<file path="config.mk">
export PLATFORM = sky130hd
export DESIGN_NAME = ram_stream_reader_flat
export DESIGN_NICKNAME = d
export VERILOG_FILES = /design/src/rtl/ram_stream_reader_if.sv /design/src/rtl/ram_stream_reader.sv /design/src/flat_wrapper.sv
export SDC_FILE = /design/constraint.sdc
export NUM_CORES = 1
export LEC_CHECK = 0
export CAP_MARGIN = 20
export CORE_MARGIN = 5
export CORE_UTILIZATION = 42
export DETAILED_ROUTE_END_ITERATION = 8
export PLACE_DENSITY = 0.7
export REMOVE_ABC_BUFFERS = 1
export SLEW_MARGIN = 20
export SYNTH_ARGS = -nofsm -noshare
export SYNTH_HDL_FRONTEND = slang
export SYNTH_SLANG_ARGS = --single-unit
</file>
<file path="constraint.sdc">
create_clock -name clk -period 2.71 [get_ports clk]
set_input_delay 0.271 -clock clk [delete_from_list [all_inputs] [get_ports clk]]
set_output_delay 0.271 -clock clk [all_outputs]
set_load 0.005 [all_outputs]
</file>
<file path="src/rtl/ram_stream_reader_if.sv">
// rtl/ram_stream_reader_if.sv - command, RAM read port and output stream bundle for ram_stream_reader
//
// Signals:
//   cmd_valid/cmd_ready/cmd_addr/cmd_len : burst command handshake
//   ram_en/ram_addr/ram_rdata            : synchronous-read RAM port (1-cycle latency)
//   m_valid/m_ready/m_data/m_last        : output word stream
//   done                                 : one-cycle burst completion pulse
// Modports: slave = the reader block, master = the surrounding logic / bench.
interface ram_stream_reader_if #(
    parameter int DATA_WIDTH = 32,
    parameter int ADDR_WIDTH = 10,
    parameter int LEN_WIDTH  = 11
);
    logic                  cmd_valid;
    logic                  cmd_ready;
    logic [ADDR_WIDTH-1:0] cmd_addr;
    logic [LEN_WIDTH-1:0]  cmd_len;
    logic                  ram_en;
    logic [ADDR_WIDTH-1:0] ram_addr;
    logic [DATA_WIDTH-1:0] ram_rdata;
    logic                  m_valid;
    logic                  m_ready;
    logic [DATA_WIDTH-1:0] m_data;
    logic                  m_last;
    logic                  done;

    modport slave (
        input  cmd_valid, cmd_addr, cmd_len, ram_rdata, m_ready,
        output cmd_ready, ram_en, ram_addr, m_valid, m_data, m_last, done
    );

    modport master (
        output cmd_valid, cmd_addr, cmd_len, ram_rdata, m_ready,
        input  cmd_ready, ram_en, ram_addr, m_valid, m_data, m_last, done
    );
endinterface

</file>
<file path="src/rtl/ram_stream_reader.sv">
// rtl/ram_stream_reader.sv - burst reader from a synchronous-read RAM port onto a valid/ready stream
//
// Ports:
//   clk   : single clock, also clocks the RAM port
//   rst_n : asynchronous active-low reset
//   bus   : ram_stream_reader_if.slave (command, RAM read port, output stream, done)
//
// A command (addr, len) is accepted in IDLE; ISSUE then reads len consecutive
// words (address wraps modulo 2^ADDR_WIDTH), only when the FIFO is guaranteed
// to have room for the returning word; DRAIN waits for the stream to empty
// and pulses done.
module ram_stream_reader #(
    parameter int DATA_WIDTH = 32,
    parameter int ADDR_WIDTH = 10,
    parameter int LEN_WIDTH  = 11,
    parameter int FIFO_DEPTH = 4
) (
    input  logic              clk,
    input  logic              rst_n,
    ram_stream_reader_if.slave bus
);
    localparam int PW = $clog2(FIFO_DEPTH);
    localparam int CW = PW + 1;

    typedef enum logic [1:0] {
        S_IDLE  = 2'd0,
        S_ISSUE = 2'd1,
        S_DRAIN = 2'd2
    } state_t;

    state_t                state_q;
    state_t                state_d;
    logic [ADDR_WIDTH-1:0] addr_q;
    logic [LEN_WIDTH-1:0]  rem_q;
    logic                  pend_q;
    logic                  pend_last_q;

    logic [DATA_WIDTH-1:0] fifo_data [FIFO_DEPTH];
    logic [FIFO_DEPTH-1:0] fifo_last;
    logic [PW-1:0]         wr_ptr;
    logic [PW-1:0]         rd_ptr;
    logic [CW-1:0]         count;

    logic                  accept;
    logic                  issue;
    logic                  credit_ok;
    logic                  push;
    logic                  pop;
    logic [CW:0]           credit_need;

    // Occupancy plus in-flight read plus the read about to issue must fit.
    // A same-cycle pop is deliberately not credited; it frees space one cycle later.
    assign credit_need = {1'b0, count} + (CW+1)'(pend_q) + (CW+1)'(1);
    assign credit_ok   = (credit_need <= (CW+1)'(FIFO_DEPTH));

    always_comb begin
        state_d       = state_q;
        accept        = 1'b0;
        issue         = 1'b0;
        bus.cmd_ready = 1'b0;
        bus.done      = 1'b0;
        case (state_q)
            S_IDLE: begin
                bus.cmd_ready = 1'b1;
                // Zero-length commands are consumed here without leaving IDLE.
                if (bus.cmd_valid && (bus.cmd_len != '0)) begin
                    accept  = 1'b1;
                    state_d = S_ISSUE;
                end
            end
            S_ISSUE: begin
                issue = credit_ok;
                if (credit_ok && (rem_q == LEN_WIDTH'(1))) begin
                    state_d = S_DRAIN;
                end
            end
            S_DRAIN: begin
                // Empty FIFO with nothing in flight means the last beat has been taken.
                if ((count == '0) && !pend_q) begin
                    bus.done = 1'b1;
                    state_d  = S_IDLE;
                end
            end
            default: state_d = S_IDLE;
        endcase
    end

    assign bus.ram_en   = issue;
    assign bus.ram_addr = addr_q;

    always_ff @(posedge clk or negedge rst_n) begin
        if (!rst_n) begin
            state_q     <= S_IDLE;
            addr_q      <= '0;
            rem_q       <= '0;
            pend_q      <= 1'b0;
            pend_last_q <= 1'b0;
        end else begin
            state_q     <= state_d;
            pend_q      <= issue;
            pend_last_q <= issue && (rem_q == LEN_WIDTH'(1));
            if (accept) begin
                addr_q <= bus.cmd_addr;
                rem_q  <= bus.cmd_len;
            end else if (issue) begin
                addr_q <= addr_q + ADDR_WIDTH'(1);
                rem_q  <= rem_q - LEN_WIDTH'(1);
            end
        end
    end

    // Read data is valid in the cycle after issue and is captured at the following edge.
    assign push = pend_q;
    assign pop  = bus.m_valid && bus.m_ready;

    always_ff @(posedge clk or negedge rst_n) begin
        if (!rst_n) begin
            wr_ptr <= '0;
            rd_ptr <= '0;
            count  <= '0;
        end else begin
            if (push) begin
                wr_ptr <= wr_ptr + PW'(1);
            end
            if (pop) begin
                rd_ptr <= rd_ptr + PW'(1);
            end
            case ({push, pop})
                2'b10:   count <= count + CW'(1);
                2'b01:   count <= count - CW'(1);
                default: count <= count;
            endcase
        end
    end

    always_ff @(posedge clk) begin
        if (push) begin
            fifo_data[wr_ptr] <= bus.ram_rdata;
            fifo_last[wr_ptr] <= pend_last_q;
        end
    end

    // Head is gated so the stream outputs read as zero whenever nothing is valid.
    assign bus.m_valid = (count != '0);
    assign bus.m_data  = bus.m_valid ? fifo_data[rd_ptr] : '0;
    assign bus.m_last  = bus.m_valid ? fifo_last[rd_ptr] : 1'b0;
endmodule

</file>
<file path="src/flat_wrapper.sv">
// flat-port wrapper written by rule: the top's interface ports become plain ports
module ram_stream_reader_flat 
#(
    parameter int DATA_WIDTH = 32,
    parameter int ADDR_WIDTH = 10,
    parameter int LEN_WIDTH  = 11,
    parameter int FIFO_DEPTH = 4
)
  (clk, rst_n, bus_cmd_valid, bus_cmd_addr, bus_cmd_len, bus_ram_rdata, bus_m_ready, bus_cmd_ready, bus_ram_en, bus_ram_addr, bus_m_valid, bus_m_data, bus_m_last, bus_done);
  ram_stream_reader_if #(.DATA_WIDTH(DATA_WIDTH), .ADDR_WIDTH(ADDR_WIDTH), .LEN_WIDTH(LEN_WIDTH)) bus_i ();
  input  logic clk;
  input  logic rst_n;
  input wire logic [$bits(bus_i.cmd_valid)-1:0] bus_cmd_valid;
  input wire logic [$bits(bus_i.cmd_addr)-1:0] bus_cmd_addr;
  input wire logic [$bits(bus_i.cmd_len)-1:0] bus_cmd_len;
  input wire logic [$bits(bus_i.ram_rdata)-1:0] bus_ram_rdata;
  input wire logic [$bits(bus_i.m_ready)-1:0] bus_m_ready;
  output wire logic [$bits(bus_i.cmd_ready)-1:0] bus_cmd_ready;
  output wire logic [$bits(bus_i.ram_en)-1:0] bus_ram_en;
  output wire logic [$bits(bus_i.ram_addr)-1:0] bus_ram_addr;
  output wire logic [$bits(bus_i.m_valid)-1:0] bus_m_valid;
  output wire logic [$bits(bus_i.m_data)-1:0] bus_m_data;
  output wire logic [$bits(bus_i.m_last)-1:0] bus_m_last;
  output wire logic [$bits(bus_i.done)-1:0] bus_done;
  assign bus_i.cmd_valid = bus_cmd_valid;
  assign bus_i.cmd_addr = bus_cmd_addr;
  assign bus_i.cmd_len = bus_cmd_len;
  assign bus_i.ram_rdata = bus_ram_rdata;
  assign bus_i.m_ready = bus_m_ready;
  assign bus_cmd_ready = bus_i.cmd_ready;
  assign bus_ram_en = bus_i.ram_en;
  assign bus_ram_addr = bus_i.ram_addr;
  assign bus_m_valid = bus_i.m_valid;
  assign bus_m_data = bus_i.m_data;
  assign bus_m_last = bus_i.m_last;
  assign bus_done = bus_i.done;
  ram_stream_reader #(.DATA_WIDTH(DATA_WIDTH), .ADDR_WIDTH(ADDR_WIDTH), .LEN_WIDTH(LEN_WIDTH), .FIFO_DEPTH(FIFO_DEPTH)) u_core (.clk(clk), .rst_n(rst_n), .bus(bus_i));
endmodule
</file>
* Word level (Yosys, flattened, before mapping)
Memories as Yosys holds them, arrays and structs flattened.
Index checks and enable logic that the tools add are counted.
** Word-level totals
- Memory bits (writable) :: 128
- Input port bits :: 57
- Logic and storage cells :: 68
- Memories kept :: 1
- Register bits :: 36
- Output and inout bits :: 47
** Operators by class
- Add/subtract/negate cells :: 8
- Reductions and logical operators :: 14
- Equal/unequal tests :: 8
- Multiplexer cells :: 24
- Order comparisons :: 4
** Memory list
- u_core.fifo_data :: depth 4, bits a word 32, read ports 1, clocked after memory_dff 0, write ports 1, RTL line ram_stream_reader.sv:38 : logic [DATA_WIDTH-1:0] fifo_data [FIFO_DEPTH];
** Operator list (count)
- 32-bit two-way mux :: 1
- 11-bit two-way mux :: 2
- 10-bit two-way mux :: 2
- 11-bit by 1-bit equality test with 1-bit output, second input constant :: 1
- 1-bit two-way mux :: 11
- 11-bit nonzero test :: 1
- 11-bit by 1-bit subtractor with 11-bit output, second input constant :: 1
- 10-bit by 1-bit adder with 10-bit output, second input constant :: 1
- 1-bit logical AND :: 6
- 2-bit by 3-bit less-than comparator with 1-bit output, second input constant :: 2
- 2-bit two-way mux :: 3
- 2-bit by 1-bit inequality test with 1-bit output, second input constant :: 3
- 2-bit case mux with 3 select lines :: 1
- 3-bit case mux with 2 select lines :: 1
- 2-bit by 1-bit adder with 2-bit output, second input constant :: 2
- 3-bit by 1-bit adder with 4-bit output :: 1
- 4-bit by 1-bit adder with 4-bit output, second input constant :: 1
- 4-bit bitwise mux :: 1
- 2-bit by 1-bit equality test with 1-bit output, second input constant :: 2
- 2-bit equality test, second input constant :: 2
- 4-bit by 3-bit <= comparator with 1-bit output, second input constant :: 1
- 2-bit nonzero test :: 2
- 3-bit by 1-bit adder with 3-bit output, second input constant :: 1
- 3-bit zero test :: 1
- other kinds (8) :: 8

* Depth between registers and ports, before layout
- Depth after elaboration :: 6
- Gate-level depth with buffers :: 11
- Depth with buffers taken out :: 9

* Least setup slack after synthesis
Ideal clock, no wire load.
- Path type :: register -> register
- Start :: reg u_core.pend_q
- End :: reg u_core.rem_q[9]
- Path buffers :: 3
- Setup slack :: 363 ps
- Data arrival time :: 2282 ps
- Cell stages (with the launch flop) :: 12
- Required time :: 2645 ps
- Cells stage by stage :: dfrtp_1 > clkbuf_1 > inv_1 > ha_1 > inv_1 > ha_1 > nand2b_1 > a221o_1 > buf_2 > buf_1 > o31ai_1 > o21a_1
** On the way
- Longest elaborated chain between the ends :: 5
** RTL lines
- start, declared :: RTL line ram_stream_reader.sv:35 : logic pend_q;
- start signal, assigned :: RTL line ram_stream_reader.sv:100 : pend_q <= issue;
- 3-bit by 1-bit adder with 4-bit output :: RTL line ram_stream_reader.sv:53 : assign credit_need = {1'b0, count} + (CW+1)'(pend_q) + (CW+1)'(1);
- 4-bit by 1-bit adder with 4-bit output :: RTL line ram_stream_reader.sv:53
- 4-bit by 3-bit <= comparator with 1-bit output :: RTL line ram_stream_reader.sv:54 : assign credit_ok = (credit_need <= (CW+1)'(FIFO_DEPTH));
- 1-bit two-way mux :: RTL line ram_stream_reader.sv:62 : case (state_q)
- 2-bit nonzero test (no line)
- end signal, assigned :: RTL line ram_stream_reader.sv:104 : rem_q <= bus.cmd_len;
- end signal, assigned :: RTL line ram_stream_reader.sv:107 : rem_q <= rem_q - LEN_WIDTH'(1);
- end, declared :: RTL line ram_stream_reader.sv:34 : logic [LEN_WIDTH-1:0] rem_q;
No other way between the ends.
A chain may end at the register's enable or synchronous reset.

* Worst setup path in the final report
- Start :: reg u_core.rd_ptr[0]
- End :: out bus_m_data[30]
** On the way
- Longest elaborated chain between the ends :: 2
** RTL lines
- start, declared :: RTL line ram_stream_reader.sv:41 : logic [PW-1:0] rd_ptr;
- start signal, assigned :: RTL line ram_stream_reader.sv:126 : rd_ptr <= rd_ptr + PW'(1);
- memory 4 x 32 bit
- 32-bit two-way mux :: RTL line ram_stream_reader.sv:145 : assign bus.m_data = bus.m_valid ? fifo_data[rd_ptr] : '0;
- end, declared :: RTL line flat_wrapper.sv:22 : output wire logic [$bits(bus_i.m_data)-1:0] bus_m_data;
No other way between the ends.

==> impl_metrics.yaml <==
clock_tree:
  clk_pin_slew_ps: 60
  cts_tree: "built"
  cts_made_buffers: 17
  cts_root_buf: "clkbuf_16"
  ctsHoldBuffers: 0
  clk_latency_ps: 410
  clockBufferDepth: 2
  cts_max_level: 4
  numClockSinks: 164
timing:
  setup_viol: 0
  max_freq_mhz: 387
  maxSlewHeadroom: 0.401
  min_period_ps: 2580
  finalCritPeriodShare: 0.953
  setup_tns_ps: 0
  slew_violations: 0
  skew_ps: 10.8
  tightest_slew_ps: 896
  rsz0062_at_grt: "false"
  finalHoldViolCount: 0
die:
  core_area_um2: 16400
  fp-row-count: 47
  pin_count: 104
  die_h_um: 139
  initial_core_util: 0.425
  die_area_um2: 19300
  die_w_um: 139
placement:
  port_buffers: 103
  hpwl_um: 9120
  gp_congestion: 0.807
critical_path:
  worst_path_largest_cell_delay_ps: 520
  worst-path-max-fanout: 18
  crit_chain: "buf_12, mux4_2, and2_1, clkdlybuf4s50_1"
  crit_slowest_cell: "mux4_2"
  crit_arrival_ps: 2310
  worst-setup-path-type: "flip-flop to primary output"
  startpoint_type: "flip-flop"
  worstPathRequired_ps: 2440
  end_kind: "primary output"
logic_synthesis:
  synth_cell_type_count: 52
  ys_warn_count: 0
  yosys-top-cells-area: "edfxtp_1 (57%), dfrtp_1 (11%), mux4_2 (11%)"
  postSynthCellCount: 412
  seq_area_frac_synth: 0.684
  synth_edf_count: 132
  ys_seq_elements: 164
  synth_top_area_share: 0.569
  syn_area_um2: 6970
  avgSynthCellArea_um2: 16.9
  yosysTopAreaCell: "edfxtp_1"
  ys.flop_type: "edfxtp_1"
  synthArstFlopShare: 0.195
grt:
  busiest_layer: "met2"
  gr-usage-met1: 0.200
  grt_first_pass_wirelength_um: 22600
  globalRouteOverflowTotal: 0
  grtUsageTotal: 0.150
  first_global_vias: 4258
  grtUsageMet3: 0.0469
  antenna_found_initial: 0
  grt_max_degree: 34
  grt_use_met2: 0.243
detailed_routing:
  postRouteWirelength_um: 13900
  post_drt_wl_per_cell_um: 18.2
  drc_errors: 0
  vias_per_cell: 5.24
  drtIter0Drc: 236
  antenna_left: 0
  dr_total_vias: 4013
  first_pass_iters: 4
cells_and_area:
  drive_gt1_frac: 0.179
  fin_util: 0.550
  n_antenna_cell: 0
  nets: 602
  area_growth_pct: 29.5
power_and_ir_drop:
  p_sw_w: 0.00340
  p_sw_frac: 0.306
  p_seq_frac: 0.358
  intPower_w: 0.00772
  powerDensity_nw_per_um2: 1230
  p_comb_frac: 0.413
  clkPwrFrac: 0.229
  ir_worst_vdd_uv: 579
  total_leakage_power_nw: 3.22
min_path:
  hold_class: "input pin to asynchronous set/reset pin"
outcome:
  status: "finished, final reports clean"
job:
  maxCapViolCount: 0
power groups by stage:
stage               Combinational (W)  Sequential [W]  Clock [W]
CTS                           0.00462         0.00399    0.00261
detailed placement            0.00457         0.00403          0
floorplan                     0.00240         0.00402          0
finish                        0.00459         0.00398    0.00255
global route                  0.00500         0.00406    0.00272
global placement              0.00447         0.00398          0
cells by family (layout without fill, tap and decap cells):
logic type,after synthesis,in the layout,synth area share
AOI/OAI and AO/OA,54,54,0.0607
muxes,37,37,0.112
buffers and inverters,34,168,0.0230
DFF,164,164,0.684
and+or+nand+nor,105,105,0.0903
adders and majority gates,11,11,0.0208
xor gates and xnor gates,7,7,0.00880
Yosys cell counts, types with 2 or more instances:
| cell type | number |
|---|---|
| a211o_1 | 5 |
| a21o_1 | 3 |
| a21oi_1 | 10 |
| a221o_1 | 10 |
| a22o_1 | 4 |
| and2_1 | 39 |
| and3_1 | 4 |
| buf_2 | 5 |
| buf_6 | 3 |
| clkbuf_1 | 12 |
| dfrtp_1 | 32 |
| edfxtp_1 | 132 |
| ha_1 | 10 |
| inv_1 | 11 |
| mux2i_1 | 4 |
| mux4_2 | 33 |
| nand2_1 | 7 |
| nand2b_1 | 11 |
| nand3_1 | 3 |
| nor2_1 | 9 |
| nor2b_1 | 4 |
| nor3_1 | 5 |
| nor3b_1 | 3 |
| o211ai_1 | 2 |
| o21ai_0 | 3 |
| o2bb2ai_1 | 2 |
| o311a_1 | 2 |
| o31ai_1 | 3 |
| or2_2 | 3 |
| or3_1 | 8 |
| or4_1 | 3 |
| or4_4 | 2 |
| xnor2_1 | 2 |
| xor2_1 | 5 |
routing by layer:
layer  vias to the layer above  routed length, um
met3                         2                763
met4                         0                 38
met1                      2024               6330
li1                       1852                  -
met2                       135               6820
met5                         -                  0
registers in the layout, summed over array words and instances, names as in the netlist:
name,flops
u_core.pend_last_q,1
u_core.bus.ram_addr,10
u_core.pend_q,1
u_core.fifo_data,128
u_core.rem_q,11
u_core.count,3
u_core.rd_ptr,2
u_core.fifo_last,4
u_core.state_q,2
u_core.wr_ptr,2
path summary, 6_finish.rpt:
check / slack [ps] / startpoint / cells past startpoint / to
min in group clk: 440 / bus_cmd_addr[9] / 3 / u_core.bus.ram_addr[9]
setup reg to reg: 240 / u_core.count[0] / 11 / u_core.bus.ram_addr[6]
setup / recovery: 130 / u_core.rd_ptr[0] / 4 / bus_m_data[30]
hold reg to reg: 490 / u_core.pend_last_q / 0 / u_core.fifo_last[3]
max in group asynchronous: 1620 / rst_n / 2 / u_core.bus.ram_addr[7]
hold / removal: 370 / rst_n / 1 / u_core.bus.ram_addr[3]
timing repair:
item | 4_1_cts | 5_1_grt
resized for setup | 4 | 1
buffers inserted | 1 | 5
pin swaps | 1 | 0
setup endpoints to repair | 5 | 4
critical path: cells and delay by family, from the launching register on:
family | cells | cell delay, ps
buffers and inverters | 2 | 680
muxes | 1 | 520
DFF | 1 | 510
and+or+nand+nor | 1 | 180
final cells by class:
cell class | instances | area, um2
fillers | 1271 | 7380
inverters | 12 | 47.5
flip-flops and latches | 164 | 4770
clock inverters | 13 | 206
well taps | 220 | 275
multi-input cells | 214 | 2050
clock buffers | 18 | 429
repair buffers | 125 | 1250
cells in the final DEF (no fill, tap or decap), types with 4 or more instances in the layout:
cell type,synthesis,final
a211o_1,5,5
a21oi_1,10,10
a221o_1,10,10
a22o_1,4,4
and2_1,39,35
and2_2,0,4
and3_1,4,4
buf_12,0,4
buf_4,1,17
bufinv_16,0,5
clkbuf_16,0,17
clkdlybuf4s50_1,0,102
dfrtp_1,32,30
edfxtp_1,132,132
ha_1,10,10
inv_1,11,10
mux2i_1,4,4
mux4_2,33,33
nand2_1,7,7
nand2b_1,11,11
nor2_1,9,9
nor2b_1,4,4
nor3_1,5,5
or3_1,8,8
xor2_1,5,5
per-stage QoR:
step	hold WS (ps)	std cells	worst slack (ps)	instance area (um2)	total power [W]
finish	367	766	128	9020	0.0111
global route	431	766	26.1	9020	0.0118
CTS	382	761	16.9	8980	0.0112
detailed placement	492	729	229	8340	0.00860
global placement	468	729	282	8340	0.00845
floorplan	-24.6	390	179	6850	0.00642
Note: power is estimated with default switching activity, not from simulation.
